File: config.mk
export PLATFORM = sky130hd
export DESIGN_NAME = reg_number
export DESIGN_NICKNAME = d
export VERILOG_FILES = /design/src/rtl/reg_number_pkg.sv /design/src/rtl/reg_number_ps2_digit_decode.sv /design/src/rtl/reg_number.sv
export SDC_FILE = /design/constraint.sdc
export NUM_CORES = 1
export LEC_CHECK = 0
export BUFFER_PORTS_ARGS = -buffer_cell sky130_fd_sc_hd__buf_2
export CAP_MARGIN = 10
export CORE_MARGIN = 1
export CORE_UTILIZATION = 49
export DETAILED_ROUTE_END_ITERATION = 12
export PLACE_DENSITY = 0.76
export REMOVE_ABC_BUFFERS = 1
export SETUP_SLACK_MARGIN = 0.3
export SYNTH_ARGS = -nofsm -noshare
export SYNTH_HDL_FRONTEND = slang
export SYNTH_SLANG_ARGS = --single-unit
File: constraint.sdc
create_clock -name clk -period 2 [get_ports clk]
set_input_delay 0.1 -clock clk [delete_from_list [all_inputs] [get_ports clk]]
set_output_delay 0.1 -clock clk [all_outputs]
set_load 0.05 [all_outputs]
File: src/rtl/reg_number_pkg.sv
// reg_number_pkg
// Shared constants for the four-digit PS/2 entry register: scan codes for
// the main-row and keypad digits, the control keys, the empty-slot marker
// and the slot count. Imported by reg_number and ps2_digit_decode.
package reg_number_pkg;

  localparam int         NUM_SLOTS  = 4;
  localparam logic [7:0] SLOT_EMPTY = 8'hFF;

  // Control codes
  localparam logic [7:0] KC_BKSP  = 8'h66;
  localparam logic [7:0] KC_ESC   = 8'h76;
  localparam logic [7:0] KC_BREAK = 8'hF0;
  localparam logic [7:0] KC_EXT   = 8'hE0;

  // Main-row digit make codes
  localparam logic [7:0] KC_MAIN_0 = 8'h45;
  localparam logic [7:0] KC_MAIN_1 = 8'h16;
  localparam logic [7:0] KC_MAIN_2 = 8'h1E;
  localparam logic [7:0] KC_MAIN_3 = 8'h26;
  localparam logic [7:0] KC_MAIN_4 = 8'h25;
  localparam logic [7:0] KC_MAIN_5 = 8'h2E;
  localparam logic [7:0] KC_MAIN_6 = 8'h36;
  localparam logic [7:0] KC_MAIN_7 = 8'h3D;
  localparam logic [7:0] KC_MAIN_8 = 8'h3E;
  localparam logic [7:0] KC_MAIN_9 = 8'h46;

  // Keypad digit make codes
  localparam logic [7:0] KC_PAD_0 = 8'h70;
  localparam logic [7:0] KC_PAD_1 = 8'h69;
  localparam logic [7:0] KC_PAD_2 = 8'h72;
  localparam logic [7:0] KC_PAD_3 = 8'h7A;
  localparam logic [7:0] KC_PAD_4 = 8'h6B;
  localparam logic [7:0] KC_PAD_5 = 8'h73;
  localparam logic [7:0] KC_PAD_6 = 8'h74;
  localparam logic [7:0] KC_PAD_7 = 8'h6C;
  localparam logic [7:0] KC_PAD_8 = 8'h75;
  localparam logic [7:0] KC_PAD_9 = 8'h7D;

endpackage

File: src/rtl/reg_number_ps2_digit_decode.sv
// ps2_digit_decode
// Combinational classifier for one PS/2 scan code.
// Ports:
//   keycode  in  8  scan code
//   is_digit out 1  code is a main-row or keypad digit
//   digit    out 4  decoded digit value 0-9 (0 when not a digit)
//   is_bksp  out 1  backspace code
//   is_esc   out 1  escape code
//   is_break out 1  break (release) prefix
module ps2_digit_decode
  import reg_number_pkg::*;
(
  input  logic [7:0] keycode,
  output logic       is_digit,
  output logic [3:0] digit,
  output logic       is_bksp,
  output logic       is_esc,
  output logic       is_break
);

  assign is_bksp  = (keycode == KC_BKSP);
  assign is_esc   = (keycode == KC_ESC);
  assign is_break = (keycode == KC_BREAK);

  // Map both digit tables onto a 0-9 value
  always_comb begin
    is_digit = 1'b1;
    digit    = 4'd0;
    case (keycode)
      KC_MAIN_0, KC_PAD_0: digit = 4'd0;
      KC_MAIN_1, KC_PAD_1: digit = 4'd1;
      KC_MAIN_2, KC_PAD_2: digit = 4'd2;
      KC_MAIN_3, KC_PAD_3: digit = 4'd3;
      KC_MAIN_4, KC_PAD_4: digit = 4'd4;
      KC_MAIN_5, KC_PAD_5: digit = 4'd5;
      KC_MAIN_6, KC_PAD_6: digit = 4'd6;
      KC_MAIN_7, KC_PAD_7: digit = 4'd7;
      KC_MAIN_8, KC_PAD_8: digit = 4'd8;
      KC_MAIN_9, KC_PAD_9: digit = 4'd9;
      default: begin
        is_digit = 1'b0;
        digit    = 4'd0;
      end
    endcase
  end

endmodule

File: src/rtl/reg_number.sv
// reg_number
// Four-digit entry register fed by a PS/2 receiver. Digits fill the slots
// in typing order; backspace removes the last digit, escape clears all.
// Ports:
//   clk     in  1  system clock (rising edge)
//   reset   in  1  synchronous active-high reset
//   keycode in  8  scan code, valid while rx_done=1
//   rx_done in  1  receiver data-valid (strobe or held)
//   first/second/third/fourth out 8  digit slots, 8'hFF when empty
//   count   out 3  number of filled slots 0-4
// Build option: REGNUMBER_BREAK_FILTER_EN discards the event following a
// 0xF0 break prefix so key releases never enter digits.
module reg_number
  import reg_number_pkg::*;
(
  input  logic       clk,
  input  logic       reset,
  input  logic [7:0] keycode,
  input  logic       rx_done,
  output logic [7:0] first,
  output logic [7:0] second,
  output logic [7:0] third,
  output logic [7:0] fourth,
  output logic [2:0] count
);

  logic             prev_rx_q;
  logic [7:0]       prev_kc_q;
  logic [3:0][7:0]  slots_q, slots_d;
  logic [2:0]       count_q, count_d;
  logic             event_s;
  logic             is_digit_s;
  logic [3:0]       digit_s;
  logic             is_bksp_s;
  logic             is_esc_s;
  logic             is_break_s;
  logic [2:0]       count_m1_s;

  ps2_digit_decode u_decode (
    .keycode  (keycode),
    .is_digit (is_digit_s),
    .digit    (digit_s),
    .is_bksp  (is_bksp_s),
    .is_esc   (is_esc_s),
    .is_break (is_break_s)
  );

  // A held rx_done only counts again when the code changes
  assign event_s    = rx_done & (~prev_rx_q | (keycode != prev_kc_q));
  assign count_m1_s = count_q - 3'd1;

`ifdef REGNUMBER_BREAK_FILTER_EN
  logic break_q, break_d;
`else
  logic unused_break_s;
  assign unused_break_s = is_break_s;
`endif

  // Next-state for slots, fill pointer and optional break flag
  always_comb begin
    slots_d = slots_q;
    count_d = count_q;
`ifdef REGNUMBER_BREAK_FILTER_EN
    break_d = break_q;
`endif
    if (event_s) begin
`ifdef REGNUMBER_BREAK_FILTER_EN
      if (break_q) begin
        // Release code: swallow it whatever it is
        break_d = 1'b0;
      end else if (is_break_s) begin
        break_d = 1'b1;
      end else
`endif
      if (is_digit_s && (count_q < 3'(NUM_SLOTS))) begin
        slots_d[count_q[1:0]] = {4'd0, digit_s};
        count_d = count_q + 3'd1;
      end else if (is_bksp_s && (count_q != 3'd0)) begin
        slots_d[count_m1_s[1:0]] = SLOT_EMPTY;
        count_d = count_m1_s;
      end else if (is_esc_s) begin
        slots_d = {NUM_SLOTS{SLOT_EMPTY}};
        count_d = 3'd0;
      end else begin
        slots_d = slots_q;
        count_d = count_q;
      end
    end else begin
      slots_d = slots_q;
      count_d = count_q;
    end
  end

  // State and history registers with synchronous reset
  always_ff @(posedge clk) begin
    if (reset) begin
      prev_rx_q <= 1'b0;
      prev_kc_q <= 8'h00;
      slots_q   <= {NUM_SLOTS{SLOT_EMPTY}};
      count_q   <= 3'd0;
`ifdef REGNUMBER_BREAK_FILTER_EN
      break_q   <= 1'b0;
`endif
    end else begin
      prev_rx_q <= rx_done;
      prev_kc_q <= keycode;
      slots_q   <= slots_d;
      count_q   <= count_d;
`ifdef REGNUMBER_BREAK_FILTER_EN
      break_q   <= break_d;
`endif
    end
  end

  assign first  = slots_q[0];
  assign second = slots_q[1];
  assign third  = slots_q[2];
  assign fourth = slots_q[3];
  assign count  = count_q;

endmodule

After elaboration in Yosys (flattened, before gate mapping)
Index checks and enable logic that the tools add are counted.
{"block": "word_totals", "register_bits": 44}
{"block": "op_classes", "muxes": 13, "n_lt_le_gt_ge": 5, "n_reduce_logical": 17, "n_bitwise": 4, "eq_ne": 23, "addsub": 2}
{"cell": "equality test 8 x 7 -> 1 bit (second input constant)", "n": 14}
{"cell": "2-to-1 mux 32 bit", "n": 3}
{"cell": "equality test 8 x 6 -> 1 bit (second input constant)", "n": 6}
{"cell": "case mux 4 bit (9 select lines)", "n": 1}
{"cell": "bitwise mux 32 bit", "n": 1}
{"cell": "demux 8 bit (select 2 bit)", "n": 2}
{"cell": "bitwise OR 32 bit", "n": 1}
{"cell": "OR reduction 20 bit", "n": 1}
{"cell": "OR reduction 2 bit", "n": 9}
{"cell": "equality test 8 x 5 -> 1 bit (second input constant)", "n": 2}
{"cell": "2-to-1 mux 8 bit", "n": 2}
{"cell": "2-to-1 mux 3 bit", "n": 3}
{"cell": "!= test 8 bit", "n": 1}
{"cell": "less-than comparator 2 x 3 -> 1 bit (second input constant)", "n": 2}
{"cell": "nonzero test 3 bit", "n": 2}
{"cell": ">= comparator 2 x 1 -> 1 bit (second input constant)", "n": 2}
{"cell": "logical AND 1 bit", "n": 4}
{"cell": "adder 3 x 1 -> 3 bit (second input constant)", "n": 1}
{"cell": "less-than comparator 3 bit (second input constant)", "n": 1}
{"cell": "subtractor 3 x 1 -> 3 bit (second input constant)", "n": 1}
{"cell": "AND reduction 2 bit", "n": 1}
{"cell": "bitwise AND 1 bit", "n": 1}
{"cell": "2-to-1 mux 1 bit", "n": 1}
{"cell": "inverter 1 bit", "n": 1}
{"cell": "bitwise OR 1 bit", "n": 1}

Logic depth before layout (Yosys ltp)
{"block": "logic_depth", "depth_word": 8, "ltp_mapped": 9}

Hierarchy
A second synthesis with hierarchy kept.
{"block": "hier_totals", "cells_unflattened": 292, "area_unflattened_um2": 2529.9}
{"mod": "reg_number", "instances": 1, "seq_area_each_um2": 880.8, "cells_per_inst": 225, "area_per_inst_um2": 2107.0}
{"mod": "ps2_digit_decode", "instances": 1, "seq_area_each_um2": 0.0, "cells_per_inst": 67, "area_per_inst_um2": 422.9}

Worst setup path after synthesis
No wires, ideal clock.
{"block": "synth_path", "path_kind": "register to register", "start": "register count_q[0] (netlist: count[0])", "end": "register slots_q, in the netlist fourth[4]", "t_required_ns": 1.942, "path_buffers": 0, "path_stages_with_launch": 8, "arrival_ns": 2.107, "setup_ns": 0.058, "slack_ns": -0.165, "cell_sequence": "dfxtp_1 inv_1 ha_1 nand2b_1 o21bai_1 nor3_1 or2_2 a21o_1"}
{"block": "synth_between", "elab_chain_len": 8}
{"item": "start, declared", "line": "reg_number.sv:30", "text": "logic [2:0] count_q, count_d;"}
{"item": "start signal, assigned", "line": "reg_number.sv:108", "text": "count_q <= count_d;"}
{"item": "subtractor 3 x 1 -> 3 bit", "line": "reg_number.sv:50", "text": "assign count_m1_s = count_q - 3'd1;"}
{"item": "less-than comparator 2 x 3 -> 1 bit (implied by the code) / >= comparator 2 x 1 -> 1 bit (equally long branches)", "line": "reg_number.sv:79", "text": "slots_d[count_m1_s[1:0]] = SLOT_EMPTY;"}
{"item": "logical AND 1 bit (implied by the code)", "line": "reg_number.sv:79"}
{"item": "2-to-1 mux 8 bit (implied by the code)", "line": "reg_number.sv:79"}
{"item": "demux 8 bit (select 2 bit)", "line": "reg_number.sv:79"}
{"item": "bitwise OR 32 bit (no source line)"}
{"item": "2-to-1 mux 32 bit", "line": "reg_number.sv:78", "text": "end else if (is_bksp_s && (count_q != 3'd0)) begin"}
{"item": "2-to-1 mux 32 bit", "line": "reg_number.sv:75", "text": "if (is_digit_s && (count_q < 3'(NUM_SLOTS))) begin"}
{"item": "end signal, assigned", "line": "reg_number.sv:99", "text": "slots_q <= {NUM_SLOTS{SLOT_EMPTY}};"}
{"item": "end signal, assigned", "line": "reg_number.sv:107", "text": "slots_q <= slots_d;"}
{"item": "end, declared", "line": "reg_number.sv:29", "text": "logic [3:0][7:0] slots_q, slots_d;"}
Several ways; a longest one is shown, not always the timed one.
A chain may end at the register's enable or synchronous reset.

Worst setup path after layout
{"block": "layout_path", "start": "register count_q[0] (netlist: count[0])", "end": "register slots_q, in the netlist second[3]"}
Same word-level chain as after synthesis.

==> impl_metrics.json <==
{
  "fillers": 275,
  "dp.cells": 379,
  "crit_type": "reg -> reg",
  "worst_pin_slew_ps": 407,
  "ys_types": 64,
  "core_sq_mm": 0.00450,
  "finalNonFillerCells": 399,
  "drtIter0Drc": 211,
  "whs_path_depth": 2,
  "seq_area_frac_synth_pct": 37.3,
  "via_per_inst": 5.80,
  "overflow": 0,
  "grt_start_max_net_pins": 20,
  "hpwl_mm": 4.34,
  "async_flop_share_pct": 0,
  "gp_congestion": 0.856,
  "syn_to_final_growth_pct": 45.3,
  "grt_pass1_wl_mm": 10.2,
  "fin_skew_ps": 7.55,
  "layout_common_cells": "buf_4, buf_2, dfxtp_1",
  "die_w_um": 71.4,
  "ir_drop_uv": 456,
  "ctsRootBufferMaster": "clkbuf_8",
  "fmaxAchievable_mhz": 567,
  "p_per_area_mw_per_mm2": 584,
  "synthFlopType": "dfxtp_1",
  "hold_start": "rx_done",
  "crit_path_max_fanout": 8,
  "syn_area_per_cell_sq_um": 9.45,
  "antenna_found_initial": 0,
  "drive_above_1_share_pct": 48.7,
  "rsz0062_at_grt": "yes",
  "outcome": "completed",
  "startpoint_type": "register",
  "grt_use_total_pct": 25.4,
  "cts_tree": "yes",
  "drt_first_pass_iters": 4,
  "maxCapViolCount": 0,
  "worst_setup_path_end_kind": "register",
  "post_drt_wl_per_cell_um": 17.6,
  "cp.arrival_ps": 1990,
  "die_area_sq_mm": 0.00510,
  "drt_wl_total_mm": 7.04,
  "grt_pass1_vias": 2131,
  "final_area_sq_mm": 0.00343,
  "worstRegToRegCells": 10,
  "final_common_cell": "buf_4",
  "cts.sinks": 44,
  "post-route-min-period_ps": 1770,
  "drtAntennaViolNets": 0,
  "route.vias.total": 2313,
  "hold_path.class": "in -> reg",
  "ctsHoldBuffers": 0,
  "portBuffers": 45,
  "start_util_pct": 52.4,
  "cts_buffer_depth": 2,
  "syn-cell-area_sq_mm": 0.00236,
  "setup_viol": 0,
  "drc": 0,
  "cts_buffers": 5,
  "antenna_cells": 0,
  "ff2ff_setup_slack_ps": 230,
  "syn_inst": 250,
  "required_ps": 2230,
  "nets": 362,
  "reg2reg_to": "second[3]",
  "die_y_um": 71.4,
  "hold_viol_final": 0,
  "rows": 24,
  "yosysWarnings": 0,
  "finalMaxSlewViolations": 0,
  "yosys_register_bits": 44,
  "p_leak_nw": 1.43,
  "maxSlewHeadroom_pct": 72.2,
  "placed_area_sq_mm": 0.00295,
  "clk_latency_ps": 300,
  "reg2reg_from": "count[0]",
  "hold_end": "prev_rx_q",
  "timing.final.crit_share_pct": 88.3,
  "io-pin-count": 46,
  "synth-edff-count": 0,
  "clkTransAtPathRegs_ps": 90,
  "htreeDepth": 2
}
[where the power goes]
group | internal (mW) | switching (mW) | leakage, nW
clock network | 0.409 | 0.323 | 0.0614
logic | 0.162 | 0.205 | 1.01
registers | 0.895 | 0.00903 | 0.360
total | 1.47 | 0.537 | 1.43
[state kept, by name, summed over array words and instances (netlist names)]
signal	cells
prev_kc_q	8
count	3
prev_rx_q	1
first	8
third	8
fourth	8
second	8
[per-layer routing]
layer	vias to the layer above	part of all wire, %	global-route usage, %
li1	1095	-	-
met1	1108	46	35.5
met2	93	46	38.7
met3	17	6.4	6.19
met4	0	2.3	7.78
met5	-	0	0
[worst max-delay path by stage]
stage / from / endpoint / slack (ps) / cells past startpoint
floorplan: count[0] / fourth[4] / -160 / 7
global placement: keycode[4] / third[6] / -50 / 9
detailed placement: keycode[6] / first[1] / -70 / 9
CTS: prev_kc_q[6] / first[0] / 260 / 5
global route: prev_kc_q[6] / first[3] / 160 / 5
finish: count[0] / second[3] / 230 / 10
[worst max-delay path, cell delays in order (launching register included)]
cell and delay, ps:
dfxtp_2 330, inv_1 70, ha_2 210, nand2b_4 90
buf_4 150, nand4_1 130, nor2_2 70, o31ai_4 240
buf_6 190, nor2_4 40, mux2i_1 170
[cell type report]
type / instances / area, sq um / area share (%)
Clock inverter: 2 / 38.8 / 1.13
Timing Repair Buffer: 104 / 757 / 22.1
Sequential cell: 44 / 887 / 25.8
Multi-Input combinational cell: 176 / 1550 / 45.0
Tap cell: 52 / 65.1 / 1.90
Clock buffer: 6 / 82.6 / 2.41
Inverter: 15 / 56.3 / 1.64
[Yosys cell counts (4+ instances only)]
| library cell | count | area, sq um |
|---|---|---|
| a21o_1 | 13 | 97.6 |
| a21oi_1 | 4 | 20.0 |
| a22oi_1 | 4 | 30.0 |
| buf_2 | 9 | 45.0 |
| dfxtp_1 | 44 | 881 |
| ha_1 | 5 | 62.6 |
| inv_1 | 15 | 56.3 |
| mux2i_1 | 11 | 110 |
| nand2_1 | 7 | 26.3 |
| nand2b_1 | 4 | 25.0 |
| nand3_1 | 6 | 30.0 |
| nor2_1 | 21 | 78.8 |
| nor2b_1 | 12 | 75.1 |
| nor3_1 | 9 | 45.0 |
| o21ai_1 | 4 | 20.0 |
| or2_2 | 8 | 50.1 |
| xnor2_1 | 9 | 78.8 |
[stage by stage]
stage               worst slack (ps)  hold WS (ps)  power [mW]  TNS [ps]  utilization, %
floorplan                       -164           166        1.07     -1610               -
global placement               -48.2           376        1.21      -626            65.4
detailed placement             -68.0           384        1.22      -919            65.4
CTS                              255          69.1        1.94         0            70.3
global route                     161          59.2        2.08         0            76.2
finish                           235          72.8        2.00         0            76.2
[what timing repair did]
action | in CTS | in global routing
endpoints found under the hold margin | 0 | 0
pin swaps | 14 | 15
cloned | 0 | 0
setup buffers | 7 | 5
setup endpoints to repair | 29 | 35
gates resized for setup | 10 | 56
[cell families after synthesis]
kind of cell / after synthesis / synth area share, %
adders and majority gates: 5 / 2.65
AOI/OAI and AO/OA: 55 / 21.0
and+or+nand+nor: 96 / 25.2
DFF: 44 / 37.3
xor gates and xnor gates: 9 / 3.34
buffers and inverters: 30 / 5.88
muxes: 11 / 4.66
No activity file was read; power rests on OpenSTA's default activity.
